==> config.mk <==
export PLATFORM = sky130hd
export DESIGN_NAME = hc595_chain_ctrl
export DESIGN_NICKNAME = d
export VERILOG_FILES = /design/src/rtl/hc595_chain_ctrl.sv
export SDC_FILE = /design/constraint.sdc
export NUM_CORES = 1
export LEC_CHECK = 0
export CAP_MARGIN = 0
export CORE_MARGIN = 1
export CORE_UTILIZATION = 55
export CTS_BUF_LIST = sky130_fd_sc_hd__clkbuf_4
export CTS_CLUSTER_SIZE = 30
export DETAILED_ROUTE_END_ITERATION = 8
export MAX_ROUTING_LAYER = met4
export PLACE_DENSITY = 0.9
export SETUP_SLACK_MARGIN = 0.2
export SYNTH_ARGS = -nofsm -noshare
export SYNTH_HDL_FRONTEND = slang
export SYNTH_SLANG_ARGS = --single-unit
==> constraint.sdc <==
create_clock -name sys_clk -period 2 [get_ports sys_clk]
set_input_delay 0.5 -clock sys_clk [delete_from_list [all_inputs] [get_ports sys_clk]]
set_output_delay 0.5 -clock sys_clk [all_outputs]
set_load 0.005 [all_outputs]
==> src/rtl/hc595_chain_ctrl.sv <==
// Serial driver for a cascade of 74HC595 shift registers: shifts a DATA_W-bit frame, latches it, pulses done.
// Optional macro HC595_PWM_EN adds a brightness input that dims the chain through oe.
module hc595_chain_ctrl #(
  parameter int DATA_W    = 14,
  parameter int CLK_DIV   = 4,
  parameter int MSB_FIRST = 1
) (
  input  logic              sys_clk,
  input  logic              sys_rst,
  input  logic [DATA_W-1:0] data_in,
  input  logic              data_valid,
`ifdef HC595_PWM_EN
  input  logic [7:0]        brightness,
`endif
  output logic              data_ready,
  output logic              ds,
  output logic              shcp,
  output logic              stcp,
  output logic              oe,
  output logic              busy,
  output logic              done
);

  localparam int DIV_W = $clog2(CLK_DIV);
  localparam int CNT_W = (DATA_W > 1) ? $clog2(DATA_W) : 1;
  localparam logic [DIV_W-1:0] DIV_LAST = DIV_W'(CLK_DIV - 1);
  localparam logic [DIV_W-1:0] DIV_HALF = DIV_W'(CLK_DIV / 2);
  localparam logic [CNT_W-1:0] CNT_LAST = CNT_W'(DATA_W - 1);

  typedef enum logic [1:0] {IDLE, SHIFT, LATCH} state_t;

  state_t            state, state_nxt;
  logic [DIV_W-1:0]  div, div_nxt;
  logic [CNT_W-1:0]  bit_cnt, bit_cnt_nxt;
  logic [DATA_W-1:0] shreg, shreg_nxt;
  logic              en, en_nxt;
  logic              handshake, div_end, last_bit;
  logic              ds_nxt, shcp_nxt, stcp_nxt, oe_nxt, busy_nxt, done_nxt, ready_nxt;

`ifdef HC595_PWM_EN
  logic [7:0] pwm_cnt;

  always_ff @(posedge sys_clk or posedge sys_rst) begin
    if (sys_rst) pwm_cnt <= 8'd0;
    else         pwm_cnt <= pwm_cnt + 8'd1;
  end
`endif

  assign handshake = data_valid & data_ready;
  assign div_end   = (div == DIV_LAST);
  assign last_bit  = (bit_cnt == CNT_LAST);

  always_ff @(posedge sys_clk or posedge sys_rst) begin
    if (sys_rst) begin
      state   <= IDLE;
      div     <= '0;
      bit_cnt <= '0;
      shreg   <= '0;
      en      <= 1'b0;
    end else begin
      state   <= state_nxt;
      div     <= div_nxt;
      bit_cnt <= bit_cnt_nxt;
      shreg   <= shreg_nxt;
      en      <= en_nxt;
    end
  end

  // The bit currently on ds always sits at the outgoing end of shreg; the last bit is held through LATCH.
  always_comb begin
    state_nxt   = state;
    div_nxt     = div;
    bit_cnt_nxt = bit_cnt;
    shreg_nxt   = shreg;
    case (state)
      IDLE: begin
        if (handshake) begin
          state_nxt   = SHIFT;
          div_nxt     = '0;
          bit_cnt_nxt = '0;
          shreg_nxt   = data_in;
        end
      end
      SHIFT: begin
        if (div_end) begin
          div_nxt = '0;
          if (last_bit) begin
            state_nxt = LATCH;
          end else begin
            bit_cnt_nxt = bit_cnt + CNT_W'(1);
            shreg_nxt   = (MSB_FIRST != 0) ? (shreg << 1) : (shreg >> 1);
          end
        end else begin
          div_nxt = div + DIV_W'(1);
        end
      end
      LATCH: begin
        if (div_end) begin
          div_nxt   = '0;
          state_nxt = IDLE;
        end else begin
          div_nxt = div + DIV_W'(1);
        end
      end
      default: state_nxt = IDLE;
    endcase
  end

  always_comb begin
    ds_nxt    = (MSB_FIRST != 0) ? shreg_nxt[DATA_W-1] : shreg_nxt[0];
    shcp_nxt  = (state_nxt == SHIFT) && (div_nxt >= DIV_HALF);
    stcp_nxt  = (state_nxt == LATCH) && (div_nxt >= DIV_HALF);
    busy_nxt  = (state_nxt != IDLE);
    ready_nxt = (state_nxt == IDLE);
    done_nxt  = (state == LATCH) && (state_nxt == IDLE);
    en_nxt    = en | done;
`ifdef HC595_PWM_EN
    oe_nxt    = en_nxt ? (pwm_cnt >= brightness) : 1'b1;
`else
    oe_nxt    = ~en_nxt;
`endif
  end

  always_ff @(posedge sys_clk or posedge sys_rst) begin
    if (sys_rst) begin
      ds         <= 1'b0;
      shcp       <= 1'b0;
      stcp       <= 1'b0;
      oe         <= 1'b1;
      busy       <= 1'b0;
      done       <= 1'b0;
      data_ready <= 1'b1;
    end else begin
      ds         <= ds_nxt;
      shcp       <= shcp_nxt;
      stcp       <= stcp_nxt;
      oe         <= oe_nxt;
      busy       <= busy_nxt;
      done       <= done_nxt;
      data_ready <= ready_nxt;
    end
  end

endmodule

# Yosys cells after proc, flatten, opt, wreduce, memory -nomap -nowiden

Cells that the tools add are included.

Register bits after elaboration: 29
Bits of input ports: 17

Add/sub/neg operators: 2
$lt $le $gt $ge: 1
Equality and inequality tests: 9
Multiplexer cells: 16
Bitwise operators: 3
Reduce and logical (&&, ||, !) cells: 9

Operators by type and width:

| operator                                      | count |
|---|---|
| 2-to-1 mux 14 bit                             | 3 |
| one-hot mux 14 bit (2 select lines)           | 1 |
| 2-to-1 mux 2 bit                              | 6 |
| 2-to-1 mux 4 bit                              | 3 |
| one-hot mux 4 bit (2 select lines)            | 1 |
| == test 2 bit, second input constant          | 3 |
| != test 2 bit, second input constant          | 3 |
| one-hot mux 2 bit (3 select lines)            | 1 |
| adder 4 x 1 -> 4 bit, second input constant   | 1 |
| == test 2 x 1 -> 1 bit, second input constant | 2 |
| == test 4 bit, second input constant          | 1 |
| logical NOT 2 bit                             | 2 |
| one-hot mux 2 bit (2 select lines)            | 1 |
| AND reduction 4 bit                           | 1 |
| nonzero test 2 bit                            | 2 |
| logical AND 1 bit                             | 3 |
| adder 2 x 1 -> 2 bit, second input constant   | 1 |
| >= comparator 2 bit, second input constant    | 1 |
| OR reduction 2 bit                            | 1 |
| bitwise AND 1 bit                             | 1 |
| NOT 1 bit                                     | 1 |
| bitwise OR 1 bit                              | 1 |

# Longest topological paths before layout

Depth in word-level cells: 6
Mapped depth: 7
Depth with buffers taken out: 6

# Least setup slack after synthesis

Ideal clock, no wire load.

Path kind: register -> register
Start point: reg state[0]
End point: reg shreg[13]
Library setup time: 0.125 ns
Arrival: 1.687 ns
Required time: 1.875 ns
Setup slack: 0.188 ns
Stages on the path, launching flop included: 8
Buffers on the path: 1
Period minus slack after synthesis: 1.812 ns
Cell sequence: dfrtp_1 > inv_1 > ha_1 > nor2b_2 > a31oi_4 > a21oi_4 > buf_8 > mux2_4

Cells in the longest elaborated chain, start to end: 3
Elaborated cells on any way between the ends: 8
Classes of those cells: eq/ne (4); mux (1); reduce/logical (3)

Ends and longest elaborated chain:

| element                                                                     | line | source |
|---|---|---|
| start, declared                                                             | 32   | `state_t state, state_nxt;` |
| start signal, assigned                                                      | 61   | `state <= state_nxt;` |
| == test 2 x 1 -> 1 bit / logical NOT 2 bit (equally long branches)          | 75   | `case (state)` |
| != test 2 bit (no source line) / nonzero test 2 bit (equally long branches) | -    |  |
| AND reduction 4 bit (no source line)                                        | -    |  |
| end signal, assigned                                                        | 64   | `shreg <= shreg_nxt;` |
| end, declared                                                               | 35   | `logic [DATA_W-1:0] shreg, shreg_nxt;` |

Several ways; a longest one is shown, not always the timed one.
A chain may end at the register's enable or synchronous reset.

# Worst setup path in the final report

Start point: reg state[1]
End point: reg shreg[5]

The elaborated chain is that of the path after synthesis.

==> flow_summary.yaml <==
timing:
  fin_crit_sh: 0.8834
  post-route-min-period_ns: 1.767
  slew_headroom: 0.7547
  setup_slack_ns: 0.2332
  fmax_ghz: 0.5660
  setup_viol: 0
  timing.hold.ws_ns: 0.4654
  slew_violations: 0
  grt_setup_unrepaired: "true"
  tightest_slew_ns: 0.3679
  fin_worst_skew_ns: 0.005967
  setup_tns_ns: 0
  hold_violations: 0
global_routing:
  grt_usage: 0.2473
  grt_max_degree: 30
  grt_pass1_wl_um: 4747
  grt_pass1_vias: 1048
  grt_overflow: 0
  antenna_found_initial: 0
die:
  dieHeight_um: 54.21
  ioPinCount: 24
  fp.dieW_um: 54.21
  core-area_sq_um: 2522
  die_area_sq_um: 2938
  start_util: 0.5942
  num_rows: 18
clock_network:
  cts_root_buf: "clkbuf_4"
  htreeDepth: 2
  clockBufferDepth: 2
  clock_latency_ns: 0.33
  cts_tree: "yes"
  cts-buffers-inserted: 5
  hold_buffers: 0
  cts_num_sinks: 29
  clkSlewWorstSetupHoldPaths_ns: 0.09
route:
  drt_pass1_iterations: 4
  wl_per_cell_um: 18.30
  routed_via_density: 5.508
  vias: 1008
  drt-total-wl_um: 3349
  antenna_violating_nets_post_route: 0
  drc: 0
  drt_iter0_drc: 18
synthesis:
  ys_ff_latch: 29
  yosysWarnings: 0
  synth.yosys.seq_area_share: 0.4858
  ys_types: 33
  synth.net_count: 137
  avgSynthCellArea_sq_um: 13.26
  async_flop_share: 1.000
  synth_enable_flop_cells: 0
  ys.flop_type: "dfrtp_1"
  synth_area_sq_um: 1499
  synth_cells: 113
worst_setup_path:
  slowest_delay_ns: 0.42
  crit_arrival_ns: 1.99
  crit_chain: "inv_2, ha_4, nor2b_4, a31oi_4, a21oi_4, clkbuf_16, mux2_4"
  end_kind: "flip-flop"
  cp-start-kind: "flip-flop"
  worstPathRequired_ns: 2.22
  crit_fanout: 7
  path_class: "reg -> reg"
  cp_slowest_cell: "dfrtp_1"
final_layout:
  syn2layout_area_growth_pct: 31.05
  fillers: 163
  utilization: 0.7788
  drive_gt1_frac: 0.4314
  antennaDiodeCount: 0
  final_nets: 176
  final_common_cell: "dfrtp_1"
  layout_common_cells: "26 x dfrtp_1, 21 x clkdlybuf4s50_1, 17 x mux2_2"
power:
  ir_drop_uv: 1040
  p_leak_nw: 0.8677
  power_density_nw_per_um2: 1434
place:
  place_hpwl_um: 1988
  dpl_worst_slack_ns: 0.06422
  routabilityCongestion: 0.7733
  io_buffers: 23
worst_hold_path:
  hold_class: "reg -> reg"
status:
  outcome: "completed"
job:
  drv_cap: 0
[power by group]
group / internal [mW] / total [mW] / leakage (nW) / switching, mW
Combinational: 0.890 / 1.49 / 0.471 / 0.599
Clock: 0.180 / 0.381 / 0.0368 / 0.201
Sequential: 0.817 / 0.946 / 0.360 / 0.130
[flip-flops by register name (all words and copies together) (netlist names)]
| register | count |
|---|---|
| busy | 1 |
| done | 1 |
| shreg | 14 |
| shcp | 1 |
| en | 1 |
| stcp | 1 |
| bit_cnt | 4 |
| data_ready | 1 |
| oe | 1 |
| state | 2 |
| div | 2 |
[timing repair]
| action | in CTS | in global routing |
|---|---|---|
| pin swaps | 1 | 2 |
| setup endpoints to repair | 18 | 17 |
| gates cloned | 0 | 1 |
| setup buffers | 2 | 5 |
| resized for setup | 8 | 7 |
[kinds of logic after synthesis]
family                   count (synthesis)  share of synthesized area
AO/OA/AOI/OAI                           14                    0.09266
buffers and inverters                   11                    0.04090
multiplexers                            28                     0.2262
AND/OR/NAND/NOR                         24                    0.09599
flip-flops                              29                     0.4858
adder cells (fa/ha/maj)                  7                    0.05843
[through the flow]
step | std cells | instance area (sq um) | total power, mW
finish | 183 | 1964 | 2.816
global route | 183 | 1964 | 2.965
CTS | 177 | 1881 | 2.679
detailed placement | 167 | 1780 | 2.204
global placement | 167 | 1780 | 2.123
floorplan | 113 | 1501 | 1.876
[per-layer routing]
metal	up-vias	GRT usage	wire, um
li1	472	-	-
met1	503	0.2778	1372
met2	24	0.3841	1742
met3	9	0.07910	120
met4	0	0.1410	112
met5	-	-	0
[critical path: cells and delay by family, from the launching register on]
family | cells | cell delay [ns]
flops | 1 | 0.42
buf+inv | 2 | 0.33
mux | 1 | 0.30
compound gates | 2 | 0.28
fa+ha+maj | 1 | 0.17
simple gates | 1 | 0.16
[cell type report]
class / count / area [sq um] / share of cell area
multi-input cells: 73 / 757.0 / 0.3854
inverters: 8 / 32.53 / 0.01656
clock buffers: 8 / 60.06 / 0.03057
repair buffers: 35 / 347.8 / 0.1771
well taps: 30 / 37.54 / 0.01911
flip-flops and latches: 29 / 729.5 / 0.3713
[cells in the mapped netlist (3+ instances only)]
cell type,n,area share
mux2_4,7,0.070
ha_1,7,0.058
nand2_1,3,0.0075
nor2_1,4,0.010
dfrtp_1,27,0.45
o21ai_0,3,0.010
mux2_2,19,0.14
inv_1,8,0.020
[worst paths after layout]
| path | from | endpoint | slack, ns | cells after the start |
|---|---|---|---|---|
| max in group asynchronous | sys_rst | data_ready | 1.12 | 3 |
| setup / recovery | state[1] | shreg[5] | 0.23 | 7 |
| hold / removal | en | oe | 0.47 | 2 |
| setup reg to reg | state[1] | shreg[5] | 0.23 | 7 |
| hold reg to reg | en | oe | 0.47 | 2 |
| min in group asynchronous | sys_rst | shreg[2] | 0.56 | 3 |
No activity file was read; power rests on OpenSTA's default activity.
